File: config.mk
export PLATFORM = sky130hd
export DESIGN_NAME = hazard_unit
export DESIGN_NICKNAME = d
export VERILOG_FILES = /design/src/rtl/hazard_unit_pkg.sv /design/src/rtl/hazard_unit_detect.sv /design/src/rtl/hazard_unit.sv
export SDC_FILE = /design/constraint.sdc
export NUM_CORES = 1
export LEC_CHECK = 0
export CORE_ASPECT_RATIO = 0.9
export CORE_MARGIN = 2
export CORE_UTILIZATION = 17
export DETAILED_ROUTE_END_ITERATION = 7
export PLACE_DENSITY = 0.83
export SLEW_MARGIN = 10
export SYNTH_ARGS = -nofsm -noshare
export SYNTH_HDL_FRONTEND = slang
export SYNTH_SLANG_ARGS = --single-unit
File: constraint.sdc
create_clock -name clk -period 1.9 [get_ports clk]
set_input_delay 0.475 -clock clk [delete_from_list [all_inputs] [get_ports clk]]
set_output_delay 0.475 -clock clk [all_outputs]
set_load 0.02 [all_outputs]
File: src/rtl/hazard_unit_pkg.sv
// Shared constants for the hazard unit: instruction field positions, opcodes,
// register-index width and the 2-bit FSM state encoding.
package hazard_unit_pkg;

  localparam int INST_W  = 32;
  localparam int REG_W   = 5;
  localparam int OP_LSB  = 0;
  localparam int RS1_LSB = 15;
  localparam int RS2_LSB = 20;

  localparam logic [6:0] OP_R    = 7'b0110011;
  localparam logic [6:0] OP_B    = 7'b1100011;
  localparam logic [6:0] OP_ADDI = 7'b0010011;
  localparam logic [6:0] OP_LW   = 7'b0000011;
  localparam logic [6:0] OP_S    = 7'b0100011;
  localparam logic [6:0] OP_J    = 7'b1101111;

  typedef enum logic [1:0] {
    ST_RUN        = 2'd0,
    ST_LOAD_STALL = 2'd1,
    ST_MEM_WAIT   = 2'd2,
    ST_FLUSH      = 2'd3
  } state_t;

endpackage

File: src/rtl/hazard_unit_detect.sv
// Combinational load-use detector: decodes which source registers the
// instruction in ID reads and compares them against the load destination in EX.
module hazard_detect
  import hazard_unit_pkg::*;
(
  input  logic [INST_W-1:0] inst,
  input  logic              mem_read,
  input  logic [REG_W-1:0]  rd,
  output logic              load_use
);

  logic [6:0]       opcode;
  logic [REG_W-1:0] rs1;
  logic [REG_W-1:0] rs2;
  logic             use_rs1;
  logic             use_rs2;
  logic             unused_fields;

  assign opcode        = inst[OP_LSB +: 7];
  assign rs1           = inst[RS1_LSB +: REG_W];
  assign rs2           = inst[RS2_LSB +: REG_W];
  // funct/rd/immediate bits play no part in hazard detection
  assign unused_fields = ^{inst[31:25], inst[14:7]};

  // Source-use decode: J and unknown opcodes read no registers
  always_comb begin
    use_rs1 = 1'b0;
    use_rs2 = 1'b0;
    case (opcode)
      OP_R, OP_B, OP_S: begin
        use_rs1 = 1'b1;
        use_rs2 = 1'b1;
      end
      OP_ADDI, OP_LW: use_rs1 = 1'b1;
      default: ;
    endcase
  end

  // x0 is never a real dependency, so rd==0 never triggers a stall
  assign load_use = mem_read && (rd != '0) &&
                    ((use_rs1 && (rd == rs1)) || (use_rs2 && (rd == rs2)));

endmodule

File: src/rtl/hazard_unit.sv
// Pipeline hazard unit: FSM that resolves taken branches (flush), data-memory
// wait (whole-pipe hold) and load-use hazards (one bubble), in that priority.
// Optional feature macro: HAZARD_PERF_EN adds 32-bit stall_cnt / flush_cnt.
module hazard_unit
  import hazard_unit_pkg::*;
(
  input  logic              clk,
  input  logic              rst,
  input  logic [INST_W-1:0] if_id_inst,
  input  logic              id_ex_mem_read,
  input  logic [REG_W-1:0]  id_ex_rd,
  input  logic              branch_taken,
  input  logic              mem_busy,
  output logic              stall,
  output logic              pc_write,
  output logic              if_id_write,
  output logic              if_id_flush,
  output logic              id_ex_flush,
  output logic              pipe_hold
`ifdef HAZARD_PERF_EN
  ,
  output logic [31:0]       stall_cnt,
  output logic [31:0]       flush_cnt
`endif
);

  state_t state_q;
  state_t state_d;
  logic   load_use;
  logic   stall_raw;
  logic   pc_write_raw;
  logic   if_id_write_raw;
  logic   flush_raw;
  logic   pipe_hold_raw;

  hazard_detect u_detect (
    .inst     (if_id_inst),
    .mem_read (id_ex_mem_read),
    .rd       (id_ex_rd),
    .load_use (load_use)
  );

  // State register; reset abandons any pending bubble, flush or wait
  always_ff @(posedge clk or posedge rst) begin
    if (rst) state_q <= ST_RUN;
    else     state_q <= state_d;
  end

  // Next state and raw controls; load-use is only honoured from RUN or on
  // leaving MEM_WAIT, which limits each hazard to exactly one bubble
  always_comb begin
    state_d         = state_q;
    stall_raw       = 1'b0;
    pc_write_raw    = 1'b1;
    if_id_write_raw = 1'b1;
    flush_raw       = 1'b0;
    pipe_hold_raw   = 1'b0;
    if (branch_taken) begin
      flush_raw = 1'b1;
      state_d   = ST_FLUSH;
    end else if (mem_busy) begin
      pc_write_raw    = 1'b0;
      if_id_write_raw = 1'b0;
      pipe_hold_raw   = 1'b1;
      state_d         = ST_MEM_WAIT;
    end else begin
      case (state_q)
        ST_RUN, ST_MEM_WAIT: begin
          if (load_use) begin
            stall_raw       = 1'b1;
            pc_write_raw    = 1'b0;
            if_id_write_raw = 1'b0;
            state_d         = ST_LOAD_STALL;
          end else begin
            state_d = ST_RUN;
          end
        end
        default: state_d = ST_RUN;
      endcase
    end
  end

  // Reset forces the idle control pattern at the ports without waiting for a clock
  always_comb begin
    stall       = stall_raw       & ~rst;
    pc_write    = pc_write_raw    | rst;
    if_id_write = if_id_write_raw | rst;
    if_id_flush = flush_raw       & ~rst;
    id_ex_flush = flush_raw       & ~rst;
    pipe_hold   = pipe_hold_raw   & ~rst;
  end

`ifdef HAZARD_PERF_EN
  // Event counters: one count per bubble and per taken-branch cycle, wrapping
  always_ff @(posedge clk or posedge rst) begin
    if (rst) begin
      stall_cnt <= '0;
      flush_cnt <= '0;
    end else begin
      stall_cnt <= stall_cnt + {31'd0, stall_raw};
      flush_cnt <= flush_cnt + {31'd0, flush_raw};
    end
  end
`endif

endmodule

==> flow_summary.toml <==
[critical_path]
r2r_setup_slack_ns = 0.80
end_kind = "primary output"
crit_family = "compound AO/OA/AOI/OAI gates"
path_cells = "buf_8, xor2_2, nor4_2, a22oi_2, o41a_1, buf_6"
criticalPathCategory = "in2out"
critPathRequiredTime_ns = 1.42
max_stage_delay_ns = 0.42
critPathMaxFanout = 3
arrival_ns = 1.77
setup.worst_path.start_class = "input port"
slowest_stage = "o41a_1"
cp_num_buf_inv = 2

[placed_design]
dp_hpwl_um = 837.1
dpl_worst_slack_ns = -1.135
numPortBuffers = 32
gp_congestion = 0.6964

[route]
drc = 0
drt_iter0_drc = 2
wl_per_cell_um = 11.13
vias_per_cell = 4.264
routed-via-count = 371
totalWireLength_um = 968
final_antenna_net_count = 0
firstDrtPassIters = 4

[sta]
period_needed_ns = 2.247
setup_viol = 3
drv_slew = 0
finClkSkew_ns = 0
rsz0062_at_grt = "true"
worstMarginPinSlew_ns = 0.2495
setup_ws_ns = -0.3473
clock.fmax_ghz = 0.4450
hold_viol_final = 0
fin_crit_sh = 1.183
slew_headroom = 0.8323

[global_route]
grt_max_degree = 4
grt_first_pass_wirelength_mm = 1.538
antenna_found_initial = 0
grt_pass1_vias = 377
grt_overflow = 0
grtUsageTotal = 0.1105

[synthesis]
ys_ff_latch = 1
syn_inst = 33
seq_area_frac_synth = 0.09709
ys.flop_type = "dfrtp_1"
synthesis.area_um2 = 257.7
ys_async_sr_fraction = 1.000
avgSynthCellArea_um2 = 7.811
yosysUniqueCellTypes = 19
yosysWarnings = 0
syn_nets = 75
synth_edf_count = 0

[outcome]
violations = "setup timing"
status = "complete, but fails checks"

[power_and_ir_drop]
p_leak_nw = 0.3147
p_per_area_nw_per_um2 = 215.5
total_power_mw = 0.1394
max-vdd-ir-drop_uv = 78.23

[cells_and_area]
insertedDiodeCount = 0
largest-register = "state_q"
syn2layout_area_growth_pct = 151.0
drive_gt1_frac = 0.5694
final_cell_mix = "dlygate4sd2_1 (10), buf_4 (10), buf_2 (7)"
num-nets-final = 116
largest_reg_flops = 1
utilization = 0.4519
largest_registers = "state_q x1"

[die]
die_h_um = 40.94
core_um2 = 1431
start_util = 0.1801
rows = 13
die-area_um2 = 1844
num_io_pins = 48
fp.dieW_um = 45.05

[run]
max-cap-violations = 0

[worst_hold_path]
worstHoldPathType = "reg2reg"

[clock_tree]
clkSlewWorstSetupHoldPaths_ns = 0
clock_latency_ns = 0
[path summary, 6_finish.rpt]
check | from | to | cells past startpoint
worst min-delay path | state_q[0] | state_q[0] | 4
worst max register to register | state_q[0] | state_q[0] | 4
worst max-delay path | id_ex_rd[3] | pc_write | 6
max in group asynchronous | rst | state_q[0] | 3
worst min register to register | state_q[0] | state_q[0] | 4
min in group asynchronous | rst | state_q[0] | 3
[stage by stage]
stage	hold slack (ns)	cell area [µm²]	TNS (ns)	instances
after global routing	0.7027	646.9	-1.244	87
after CTS	0.6415	628.1	-1.015	85
final	0.6643	646.9	-0.9998	87
after detailed placement	0.6972	633.1	-4.607	84
after global placement	0.7019	633.1	-4.383	84
after floorplan	0.2037	267.8	-0.4667	33
[kinds of logic (layout without fill, tap and decap cells)]
logic type | after synthesis | count (layout) | synth area share
compound gates | 5 | 5 | 0.1408
xor+xnor | 10 | 10 | 0.3398
buf+inv | 5 | 44 | 0.1019
flops | 1 | 1 | 0.09707
simple gates | 12 | 12 | 0.3204
[worst reg2reg max path, cell delays in order, from the launching register on]
cell     delay, ns
dfrtp_1       0.35
nor3_2        0.21
o21ai_2       0.09
buf_4         0.15
o31ai_1       0.19
[metal layers]
layer	wire (µm)	vias to the layer above	global-route usage
met5	0	-	0
met1	352	165	0.1295
met2	539	15	0.2321
met4	0	0	0
met3	76	0	0.008811
li1	-	191	-
[area by class of cell]
class,count,area (µm²)
Fill cell,169,784.5
Timing Repair Buffer,41,317.8
Multi-Input combinational cell,27,274.0
Sequential cell,1,25.02
Tap cell,15,18.77
Inverter,3,11.26
[where the power goes]
part | internal [mW] | total [mW] | switching (mW)
clock network | 0 | 0 | 0
registers | 0.0228 | 0.0232 | 0.000458
logic | 0.0661 | 0.116 | 0.0501
total | 0.0888 | 0.139 | 0.0506
[synthesized netlist by cell type (all sizes together) (2+ instances only)]
master	n	area, µm²
buf	2	15.01
inv	3	11.26
nand2	2	7.510
nor2	2	7.510
nor4	2	25.02
xor2	9	78.83
[repair_timing]
item                                    CTS  global route
hold buffers                              0             0
pin swaps                                15            10
gates resized for setup                  83            20
buffers inserted                          1             2
endpoints found under the setup margin    7             5
Power figures use the tool's default switching activity.
